$ cat config.mk
export PLATFORM = sky130hd
export DESIGN_NAME = rgb_mixer_core_flat
export DESIGN_NICKNAME = d
export VERILOG_FILES = /design/src/rtl/rgb_mixer_core_if.sv /design/src/rtl/rgb_mixer_core.sv /design/src/flat_wrapper.sv
export SDC_FILE = /design/constraint.sdc
export NUM_CORES = 1
export LEC_CHECK = 0
export BUFFER_PORTS_ARGS = -buffer_cell sky130_fd_sc_hd__clkbuf_2
export CAP_MARGIN = 0
export CELL_PAD_IN_SITES_DETAIL_PLACEMENT = 2
export CELL_PAD_IN_SITES_GLOBAL_PLACEMENT = 2
export CORE_MARGIN = 8
export CORE_UTILIZATION = 30
export CTS_CLUSTER_SIZE = 14
export DETAILED_ROUTE_END_ITERATION = 8
export PLACE_DENSITY = 0.77
export SKIP_LAST_GASP = 1
export SYNTH_ARGS = -nofsm -noshare
export SYNTH_HDL_FRONTEND = slang
export SYNTH_SLANG_ARGS = --single-unit
$ cat constraint.sdc
create_clock -name wb_clk_i -period 4.2 [get_ports wb_clk_i]
set_clock_uncertainty 0.1 [all_clocks]
set_input_delay 0.84 -clock wb_clk_i [delete_from_list [all_inputs] [get_ports wb_clk_i]]
set_output_delay 0.84 -clock wb_clk_i [all_outputs]
set_load 0.02 [all_outputs]
$ cat src/rtl/rgb_mixer_core_if.sv
// Wishbone slave bundle between the Caravel wrapper and the RGB mixer core.
// Signal names follow the wrapper's wbs_* port names so the hookup reads one-to-one.
interface rgb_mixer_core_if;
   logic        wbs_stb_i;
   logic        wbs_cyc_i;
   logic        wbs_we_i;
   logic [3:0]  wbs_sel_i;
   logic [31:0] wbs_dat_i;
   logic [31:0] wbs_adr_i;
   logic        wbs_ack_o;
   logic [31:0] wbs_dat_o;

   modport master (
      output wbs_stb_i, wbs_cyc_i, wbs_we_i, wbs_sel_i, wbs_dat_i, wbs_adr_i,
      input  wbs_ack_o, wbs_dat_o
   );

   modport slave (
      input  wbs_stb_i, wbs_cyc_i, wbs_we_i, wbs_sel_i, wbs_dat_i, wbs_adr_i,
      output wbs_ack_o, wbs_dat_o
   );
endinterface

$ cat src/rtl/rgb_mixer_core.sv
// Three-channel RGB mixer: debounced quadrature encoders adjust saturating 8-bit values,
// each value drives a PWM output, and all three are accessible over Wishbone.
module rgb_mixer_core #(
   parameter int          DEBOUNCE_BITS = 8,
   parameter logic [31:0] ID_WORD       = 32'h5247_4231
) (
   input  logic              wb_clk_i,
   input  logic              wb_rst_ni,
   rgb_mixer_core_if.slave   wb,
   input  logic [2:0]        enc_a,
   input  logic [2:0]        enc_b,
   output logic [2:0]        pwm_o,
   output logic [23:0]       value_o
);

   localparam logic [DEBOUNCE_BITS-1:0] PRESC_ONE = {{(DEBOUNCE_BITS-1){1'b0}}, 1'b1};

   logic [DEBOUNCE_BITS-1:0] presc;
   logic                     strobe;
   logic [2:0]               a_s1, a_s2, b_s1, b_s2;
   logic [2:0][2:0]          a_hist, b_hist, a_nxt, b_nxt;
   logic [2:0]               a_deb, b_deb, a_deb_q;
   logic [2:0]               step;
   logic [2:0]               wr_hit;
   logic [2:0][7:0]          val;
   logic [7:0]               cnt;
   logic                     req;
   logic [1:0]               idx;
   logic [31:0]              rd_mux;
   logic                     unused_ok;

   assign strobe  = &presc;
   assign req     = wb.wbs_stb_i & wb.wbs_cyc_i & ~wb.wbs_ack_o;
   assign idx     = wb.wbs_adr_i[3:2];
   assign step    = a_deb & ~a_deb_q;
   assign value_o = {val[2], val[1], val[0]};
   assign unused_ok = ^{wb.wbs_sel_i[3:1], wb.wbs_dat_i[31:8],
                        wb.wbs_adr_i[31:4], wb.wbs_adr_i[1:0]};

   always_comb begin
      a_nxt  = '0;
      b_nxt  = '0;
      wr_hit = '0;
      for (int i = 0; i < 3; i++) begin
         a_nxt[i]  = {a_hist[i][1:0], a_s2[i]};
         b_nxt[i]  = {b_hist[i][1:0], b_s2[i]};
         wr_hit[i] = req & wb.wbs_we_i & wb.wbs_sel_i[0] & (idx == 2'(i));
      end
   end

   always_comb begin
      rd_mux = ID_WORD;
      case (idx)
         2'd0:    rd_mux = {24'b0, val[0]};
         2'd1:    rd_mux = {24'b0, val[1]};
         2'd2:    rd_mux = {24'b0, val[2]};
         default: rd_mux = ID_WORD;
      endcase
   end

   // Debounced level flips only when the whole history agrees on the opposite level.
   always_ff @(posedge wb_clk_i) begin
      if (!wb_rst_ni) begin
         presc   <= '0;
         a_s1    <= '0;
         a_s2    <= '0;
         b_s1    <= '0;
         b_s2    <= '0;
         a_hist  <= '0;
         b_hist  <= '0;
         a_deb   <= '0;
         b_deb   <= '0;
         a_deb_q <= '0;
      end else begin
         presc   <= presc + PRESC_ONE;
         a_s1    <= enc_a;
         a_s2    <= a_s1;
         b_s1    <= enc_b;
         b_s2    <= b_s1;
         a_deb_q <= a_deb;
         if (strobe) begin
            a_hist <= a_nxt;
            b_hist <= b_nxt;
            for (int i = 0; i < 3; i++) begin
               if (a_nxt[i] == {3{~a_deb[i]}}) a_deb[i] <= ~a_deb[i];
               if (b_nxt[i] == {3{~b_deb[i]}}) b_deb[i] <= ~b_deb[i];
            end
         end
      end
   end

   // A bus write to a channel overrides an encoder step landing in the same clock.
   always_ff @(posedge wb_clk_i) begin
      if (!wb_rst_ni) begin
         val <= '0;
      end else begin
         for (int i = 0; i < 3; i++) begin
            if (wr_hit[i]) begin
               val[i] <= wb.wbs_dat_i[7:0];
            end else if (step[i]) begin
               if (!b_deb[i]) begin
                  if (val[i] != 8'hff) val[i] <= val[i] + 8'd1;
               end else begin
                  if (val[i] != 8'h00) val[i] <= val[i] - 8'd1;
               end
            end
         end
      end
   end

   always_ff @(posedge wb_clk_i) begin
      if (!wb_rst_ni) begin
         wb.wbs_ack_o <= 1'b0;
         wb.wbs_dat_o <= '0;
      end else begin
         wb.wbs_ack_o <= req;
         if (req && !wb.wbs_we_i) wb.wbs_dat_o <= rd_mux;
         else                     wb.wbs_dat_o <= '0;
      end
   end

   always_ff @(posedge wb_clk_i) begin
      if (!wb_rst_ni) begin
         cnt   <= '0;
         pwm_o <= '0;
      end else begin
         cnt <= cnt + 8'd1;
         for (int i = 0; i < 3; i++) pwm_o[i] <= (cnt < val[i]);
      end
   end

endmodule

$ cat src/flat_wrapper.sv
// flat-port wrapper written by rule: the top's interface ports become plain ports
module rgb_mixer_core_flat 
#(
   parameter int          DEBOUNCE_BITS = 8,
   parameter logic [31:0] ID_WORD       = 32'h5247_4231
)
  (wb_clk_i, wb_rst_ni, enc_a, enc_b, pwm_o, value_o, wb_wbs_stb_i, wb_wbs_cyc_i, wb_wbs_we_i, wb_wbs_sel_i, wb_wbs_dat_i, wb_wbs_adr_i, wb_wbs_ack_o, wb_wbs_dat_o);
  rgb_mixer_core_if wb_i ();
  input  logic wb_clk_i;
  input  logic wb_rst_ni;
  input  logic [2:0] enc_a;
  input  logic [2:0] enc_b;
  output logic [2:0] pwm_o;
  output logic [23:0] value_o;
  input wire logic [$bits(wb_i.wbs_stb_i)-1:0] wb_wbs_stb_i;
  input wire logic [$bits(wb_i.wbs_cyc_i)-1:0] wb_wbs_cyc_i;
  input wire logic [$bits(wb_i.wbs_we_i)-1:0] wb_wbs_we_i;
  input wire logic [$bits(wb_i.wbs_sel_i)-1:0] wb_wbs_sel_i;
  input wire logic [$bits(wb_i.wbs_dat_i)-1:0] wb_wbs_dat_i;
  input wire logic [$bits(wb_i.wbs_adr_i)-1:0] wb_wbs_adr_i;
  output wire logic [$bits(wb_i.wbs_ack_o)-1:0] wb_wbs_ack_o;
  output wire logic [$bits(wb_i.wbs_dat_o)-1:0] wb_wbs_dat_o;
  assign wb_i.wbs_stb_i = wb_wbs_stb_i;
  assign wb_i.wbs_cyc_i = wb_wbs_cyc_i;
  assign wb_i.wbs_we_i = wb_wbs_we_i;
  assign wb_i.wbs_sel_i = wb_wbs_sel_i;
  assign wb_i.wbs_dat_i = wb_wbs_dat_i;
  assign wb_i.wbs_adr_i = wb_wbs_adr_i;
  assign wb_wbs_ack_o = wb_i.wbs_ack_o;
  assign wb_wbs_dat_o = wb_i.wbs_dat_o;
  rgb_mixer_core #(.DEBOUNCE_BITS(DEBOUNCE_BITS), .ID_WORD(ID_WORD)) u_core (.wb_clk_i(wb_clk_i), .wb_rst_ni(wb_rst_ni), .wb(wb_i), .enc_a(enc_a), .enc_b(enc_b), .pwm_o(pwm_o), .value_o(value_o));
endmodule
==> results.py, run 1 <==
metrics = {
    "run_status": {
        "status": "completed",
    },
    "critical_path": {
        "critPathKind": "flop to flop",
        "critPathCaptureType": "flop",
        "worstPathArrival_ns": 2.64,
        "path_max_fanout": 12,
        "crit_required_ns": 4.33,
        "startpoint_type": "flop",
        "r2r_cells": 7,
    },
    "detailed_routing": {
        "routed_wl_um": 15320,
        "drc": 0,
        "viasPerCell": 4.984,
        "wire_per_inst_um": 18.05,
        "dr.pass1.iters": 4,
        "drtAntennaViolNets": 0,
        "vias": 4231,
        "drtIter0Drc": 214,
    },
    "grt": {
        "grt.overflow.total": 0,
        "antenna_found_initial": 0,
        "grt_use_total_pct": 14.80,
        "grt_pass1_vias": 4775,
        "grt_start_max_net_pins": 62,
        "grt_first_pass_wirelength_um": 25220,
    },
    "synthesis": {
        "synth_flop_cell": "dfxtp_1",
        "ys_seq_area_share_pct": 34.37,
        "avgSynthCellArea_um2": 8.711,
        "ys_ff_latch": 86,
        "synth_edf_count": 0,
        "synth_area_mm2": 0.005009,
        "postSynthCellCount": 575,
        "ys_types": 51,
        "async_reset_ff_share_pct": 0,
        "yosysWarnings": 0,
    },
    "floorplan": {
        "num_rows": 47,
        "die_h_um": 145.2,
        "core_area_mm2": 0.01647,
        "die_w_um": 145.2,
        "initial_core_util_pct": 30.42,
        "dieArea_mm2": 0.02109,
        "ioPinCount": 139,
    },
    "final_layout": {
        "layout.cells.non_filler": 849,
        "antennaDiodeCount": 0,
        "syn_to_final_growth_pct": 14.34,
        "finalNetCount": 747,
        "drive_gt1_share_pct": 14.15,
        "fillers": 1916,
        "seq_area_mm2": 0.001722,
        "multi_input_area_mm2": 0.002957,
    },
    "placement": {
        "preCtsSetupSlack_ns": 1.481,
        "gp_congestion": 0.7724,
        "port_buffers": 66,
        "place_hpwl_um": 11660,
        "dp_cells": 833,
    },
    "sta": {
        "worst_slack_ns": 1.691,
        "tns_ns": 0,
        "period_share_pct": 59.73,
        "max_freq_mhz": 398.6,
        "rsz0062_at_grt": "false",
        "tightestPinTransition_ns": 1.224,
        "setup_viol": 0,
        "finalHoldViolCount": 0,
        "report.final.slew_viol_count": 0,
        "timing.slew.headroom_pct": 18.22,
        "period_minus_slack_ns": 2.509,
    },
    "clocking": {
        "postCtsSetupRepairBufs": 0,
        "ctsResizeCount": 0,
        "clock_sink_count": 86,
        "cts-hold-fix-buffers": 0,
        "cts_root_buffer": "clkbuf_16",
        "cts_htree_levels": 3,
        "clock_path_buffers": 2,
        "cts_tree": "done",
        "cts_buffers": 9,
        "insertion_delay_ns": 0.35,
        "clk_pin_slew_ns": 0.07,
    },
    "worst_hold_path": {
        "holdPathStages": 1,
        "hp-class": "flop to flop",
    },
    "power_and_ir_drop": {
        "powerDensity_mw_per_mm2": 322.3,
        "p_leak_nw": 2.389,
        "ir_worst_vdd_mv": 0.2683,
    },
    "flow_run": {
        "maxCapViolCount": 0,
    },
}
==> cell type report <==
cell class | instances | area share, %
multi-input combinational | 428 | 51.63
sequential | 86 | 30.06
timing repair buffer | 67 | 5.899
tap | 220 | 4.807
clock buffer | 11 | 4.064
inverter | 32 | 2.097
clock inverter | 5 | 1.442
==> worst paths after layout <==
| check | end | start | slack (ns) |
|---|---|---|---|
| setup / recovery | u_core.value_o[22] | u_core.b_deb[2] | 1.69 |
| hold reg to reg | u_core.b_s2[1] | u_core.b_s1[1] | 0.33 |
| hold / removal | u_core.b_s2[1] | u_core.b_s1[1] | 0.33 |
| setup reg to reg | u_core.value_o[22] | u_core.b_deb[2] | 1.69 |
==> critical path, stage by stage, from the launching register on <==
cell      delay (ns)
dfxtp_1         0.63
ha_1            0.37
nor2b_1         0.16
o31a_1          0.26
o21a_1          0.19
or3_1           0.32
a311oi_1        0.28
nor2_1          0.09
==> flip-flops by register name, summed over array words and instances (netlist names) <==
signal	cells
u_core.cnt	8
u_core.a_s1	3
u_core.presc	8
u_core.b_s1	3
u_core.a_hist	6
u_core.b_s2	3
u_core.a_deb_q	3
u_core.b_hist	6
u_core.value_o	24
u_core.wb.wbs_dat_o	9
u_core.wb.wbs_ack_o	1
u_core.a_s2	3
u_core.pwm_o	3
u_core.a_deb	3
u_core.b_deb	3
==> kinds of logic (layout without fill, tap and decap cells) <==
kind of cell,Yosys count,after routing,synth area share [%]
adders and majority gates,44,44,11.44
other,1,15,0.07487
buffers and inverters,75,115,7.644
xor gates and xnor gates,29,29,5.071
muxes,25,25,4.996
AOI/OAI and AO/OA,132,132,15.94
DFF,86,86,34.37
and+or+nand+nor,183,183,20.46
==> metrics by stage <==
step	total power [mW]	hold slack [ns]	area (um^2)	util, %
global placement	0.9933	0.3146	5411	32.86
CTS	1.881	0.3379	5727	34.78
global route	1.922	0.3538	5727	34.78
floorplan	0.9636	0.3119	5061	-
finish	1.846	0.3340	5727	34.78
detailed placement	1.000	0.3222	5411	32.86
==> where the power goes <==
group | leakage, nW | total [mW] | internal [mW] | switching (mW)
logic | 1.54 | 0.130 | 0.0502 | 0.0797
registers | 0.698 | 0.850 | 0.833 | 0.0172
clock network | 0.154 | 0.866 | 0.524 | 0.342
total | 2.39 | 1.85 | 1.41 | 0.439
==> cell usage in the layout (no fill, tap or decap), types with 8 or more instances in the layout <==
master      n
nor2_1     47
o21ai_1    18
nand3_1    15
o21ai_0    28
conb_1     15
nor2b_1    28
and3_1     10
and2_1     28
dfxtp_1    86
inv_1      31
a21boi_1    8
clkbuf_16   9
xnor2_1    23
ha_1       41
clkbuf_2   66
a21oi_1    35
nand2b_1    9
nand2_1    21
mux2i_1    25
==> synthesized netlist by cell type (2+ instances only) <==
master / count / area, um^2
nor3_1: 2 / 10.01
and2_1: 28 / 175.2
inv_1: 31 / 116.4
buf_2: 3 / 15.01
o21ai_1: 18 / 90.09
a21o_1: 6 / 45.04
xor2_1: 6 / 52.55
a211oi_1: 3 / 22.52
nor4_1: 5 / 31.28
mux2i_1: 25 / 250.2
a21boi_1: 8 / 60.06
buf_4: 26 / 195.2
and3_1: 10 / 62.56
nand4_1: 5 / 31.28
nand2b_1: 9 / 56.30
o31ai_1: 6 / 45.04
o22a_1: 3 / 26.28
a41oi_1: 2 / 17.52
nand3_1: 15 / 75.07
o211ai_1: 3 / 22.52
nand2_1: 21 / 78.83
clkbuf_1: 13 / 48.80
xnor2_1: 23 / 201.4
o21a_1: 6 / 45.04
o21ai_0: 28 / 140.1
o31a_1: 3 / 26.28
a21oi_1: 35 / 175.2
nor2_1: 47 / 176.4
o22ai_1: 4 / 25.02
a311oi_1: 3 / 26.28
nor2b_1: 28 / 175.2
o2111ai_1: 2 / 17.52
or3_1: 3 / 18.77
ha_1: 41 / 513.0
fa_1: 3 / 60.06
dfxtp_1: 86 / 1722
==> per-layer routing <==
metal  wire length [um]  global-route usage (%)  up-vias
li1                   -                       -     2059
met1               6720                   16.61     2050
met2               7762                   26.85       97
met3                585                   3.638       25
met4                253                   4.841        0
met5                  0                       0        -
Power figures use the tool's default switching activity.
==> run 2, diff against run 1 <==
--- a/config.mk
+++ b/config.mk
@@ -5,15 +5,16 @@
 export SDC_FILE = /design/constraint.sdc
 export NUM_CORES = 1
 export LEC_CHECK = 0
+export ABC_AREA = 1
 export BUFFER_PORTS_ARGS = -buffer_cell sky130_fd_sc_hd__clkbuf_2
 export CAP_MARGIN = 0
 export CELL_PAD_IN_SITES_DETAIL_PLACEMENT = 2
 export CELL_PAD_IN_SITES_GLOBAL_PLACEMENT = 2
 export CORE_MARGIN = 8
-export CORE_UTILIZATION = 30
+export CORE_UTILIZATION = 29
 export CTS_CLUSTER_SIZE = 14
 export DETAILED_ROUTE_END_ITERATION = 8
-export PLACE_DENSITY = 0.77
+export PLACE_DENSITY = 0.79
 export SKIP_LAST_GASP = 1
 export SYNTH_ARGS = -nofsm -noshare
 export SYNTH_HDL_FRONTEND = slang
==> constraint.sdc (replaced) <==
create_clock -name wb_clk_i -period 2.39 [get_ports wb_clk_i]
set_clock_uncertainty 0.1 [all_clocks]
set_input_delay 0.478 -clock wb_clk_i [delete_from_list [all_inputs] [get_ports wb_clk_i]]
set_output_delay 0.478 -clock wb_clk_i [all_outputs]
set_load 0.02 [all_outputs]
==> run 2 against run 1 <==
  * Wire length grew 15%
  * Sequential cell count is the same
  * First-iteration DRC count shrank 28%
  * Die area grew 8.3%
  * Critical path depth grew 4
  * Cell count grew 26%
  * Non-clock buffer count grew 13
  * Synthesized area grew 5.7%
  * Clock power grew 70%
  * Utilization shrank 0.71 points
  * Setup slack lost 1.4 ns
  * Count of clock-buffer cells in the layout shrank 1
  * Highest routed layer unchanged
==> results.py, run 2 <==
metrics = {
    "run_status": {
        "status": "completed",
    },
    "clocking": {
        "clk_pin_slew_ns": 0.06,
        "cts_htree_levels": 3,
        "cts-hold-fix-buffers": 0,
        "clock_sink_count": 86,
        "cts_root_buffer": "clkbuf_16",
        "ctsResizeCount": 0,
        "cts_buffers": 9,
        "insertion_delay_ns": 0.35,
        "cts_tree": "done",
        "clock_path_buffers": 2,
        "postCtsSetupRepairBufs": 0,
    },
    "critical_path": {
        "reg2reg_from": "u_core.value_o[8]",
        "worstPathArrival_ns": 2.21,
        "r2r_cells": 11,
        "startpoint_type": "flop",
        "rrSetupSlack_ns": 0.31,
        "critPathCaptureType": "flop",
        "critPathKind": "flop to flop",
        "r2r_end": "u_core.value_o[14]",
        "crit_required_ns": 2.51,
        "startpoint": "u_core.value_o[8]",
        "crit_end": "u_core.value_o[14]",
        "path_max_fanout": 6,
    },
    "synthesis": {
        "yosysWarnings": 0,
        "avgSynthCellArea_um2": 6.911,
        "yosys.area.top_type": "dfxtp_1",
        "ys_top_cells_by_area": "dfxtp_1, nand2_1, ha_1",
        "yosysMostFrequentCell": "nand2_1",
        "synth_flop_cell": "dfxtp_1",
        "async_reset_ff_share_pct": 0,
        "ys_types": 37,
        "ys_ff_latch": 86,
        "ys_seq_area_share_pct": 32.52,
        "postSynthCellCount": 766,
        "yosys.area.top_type_share_pct": 32.52,
        "synth_area_mm2": 0.005294,
        "synth_edf_count": 0,
        "synth_common_cells": "nand2_1, inv_1, dfxtp_1, nor2_1, a21oi_1",
    },
    "power_and_ir_drop": {
        "pwr-share-comb_pct": 6.7,
        "p_seq_share_pct": 46.8,
        "powerDensity_mw_per_mm2": 516.5,
        "ir_worst_vdd_mv": 0.3637,
        "p_leak_nw": 2.932,
        "clock_power_share_pct": 46.5,
        "p_int_mw": 2.364,
        "p_switching_mw": 0.7967,
        "switching_share_pct": 25.20,
    },
    "final_layout": {
        "syn_to_final_growth_pct": 15.62,
        "antennaDiodeCount": 0,
        "fin_util_pct": 34.07,
        "drive_gt1_share_pct": 14.76,
        "final_cell_mix": "nand2_1, inv_1, dfxtp_1",
        "layout.cells.non_filler": 1069,
        "largest_reg_flops": 24,
        "finalNetCount": 958,
        "final_common_cell": "nand2_1",
    },
    "sta": {
        "holdWs_ns": 0.2070,
        "period_share_pct": 87.07,
        "report.final.slew_viol_count": 0,
        "max_freq_mhz": 480.5,
        "period_minus_slack_ns": 2.081,
        "finalHoldViolCount": 0,
        "setup_viol": 0,
        "rsz0062_at_grt": "false",
        "tns_ns": 0,
    },
    "floorplan": {
        "num_rows": 49,
        "core_area_mm2": 0.01796,
        "initial_core_util_pct": 29.47,
        "die_w_um": 151.1,
        "die_h_um": 151.1,
        "dieArea_mm2": 0.02283,
        "ioPinCount": 139,
    },
    "grt": {
        "grt.overflow.total": 0,
        "grt_start_max_net_pins": 46,
        "grt_first_pass_wirelength_um": 28300,
        "grt_pass1_vias": 5453,
        "grt_use_total_pct": 15.83,
        "antenna_found_initial": 0,
    },
    "worst_hold_path": {
        "hp-class": "input pin to flop",
    },
    "detailed_routing": {
        "vias": 5178,
        "routed_wl_um": 17580,
        "dr.pass1.iters": 4,
        "viasPerCell": 4.844,
        "drtAntennaViolNets": 0,
        "drc": 0,
        "drtIter0Drc": 154,
        "wire_per_inst_um": 16.45,
    },
    "placement": {
        "port_buffers": 66,
        "gp_congestion": 0.8078,
        "dp_cells": 1053,
        "place_hpwl_um": 13760,
    },
    "flow_run": {
        "maxCapViolCount": 0,
    },
}
run 2: cell types whose count changed after synthesis, moves of 12 or more:
cell and delta:
nand3_1 +35, nor3_1 +12, nand3b_1 +14, a21oi_1 +30, inv_1 +79, and2_1 -28
nor2b_1 -28, nand2_1 +149, nor2_1 +35, mux2i_1 -25, xnor2_1 -20
run 2: power groups by stage:
stage | Combinational (mW) | Clock, mW | Sequential, mW
after floorplan | 0.144 | 0 | 1.52
after global placement | 0.205 | 0 | 1.51
after detailed placement | 0.212 | 0 | 1.51
after CTS | 0.214 | 1.52 | 1.48
after global routing | 0.236 | 1.58 | 1.48
final | 0.211 | 1.47 | 1.48
run 2: final cells by class:
type,count,area [um^2]
fill,2221,11840
timing repair buffer,80,435.4
inverter,116,436.7
multi-input combinational,542,2934
sequential,86,1722
tap,229,286.5
clock buffer,10,239.0
clock inverter,6,67.56
run 2: per-stage QoR:
| stage | instance area, um^2 | power (mW) | setup WS (ns) |
|---|---|---|---|
| floorplan | 5346 | 1.661 | 0.4698 |
| global placement | 5814 | 1.717 | 0.3737 |
| detailed placement | 5814 | 1.725 | 0.3058 |
| CTS | 6121 | 3.218 | 0.2803 |
| global route | 6121 | 3.297 | 0.1156 |
| finish | 6121 | 3.161 | 0.3089 |
run 2: how the worst min path moves through the flow:
| stage | depth (start not counted) | from | to |
|---|---|---|---|
| after floorplan | 2 | u_core.a_s1[0] | u_core.a_s2[0] |
| after global placement | 2 | u_core.a_s1[1] | u_core.a_s2[1] |
| after detailed placement | 2 | u_core.a_s1[1] | u_core.a_s2[1] |
| after CTS | 3 | enc_a[0] | u_core.a_s1[0] |
| after global routing | 3 | enc_a[2] | u_core.a_s1[2] |
| final | 3 | enc_a[0] | u_core.a_s1[0] |
run 2: layer usage:
metal  vias to the layer above  routed length, um  GRT usage, %
li1                       2581                  -             -
met3                        17                528         3.048
met5                         -                  0             0
met4                         0                243         4.057
met2                        63               8651         27.75
met1                      2517               8157         19.44
run 2: logic make-up (layout without fill, tap and decap cells):
group	after synthesis	after routing	share of synthesized area [%]
AND/OR/NAND/NOR	353	353	30.02
flip-flops	86	86	32.52
AO/OA/AOI/OAI	127	127	13.02
XOR/XNOR	3	3	0.4964
other	1	15	0.07084
adder cells (fa/ha/maj)	44	44	10.82
buffers and inverters	152	212	13.05
run 2: critical path, cell delays in order (launching register included):
cell and delay, ns:
dfxtp_1 0.45, inv_1 0.16, fa_1 0.51, nand3b_1 0.21
nand2_1 0.11, nand2_1 0.07, nand2_1 0.06, nand2_1 0.05
nand2_1 0.05, nor2_1 0.04, nor2_1 0.10, nor2_1 0.04
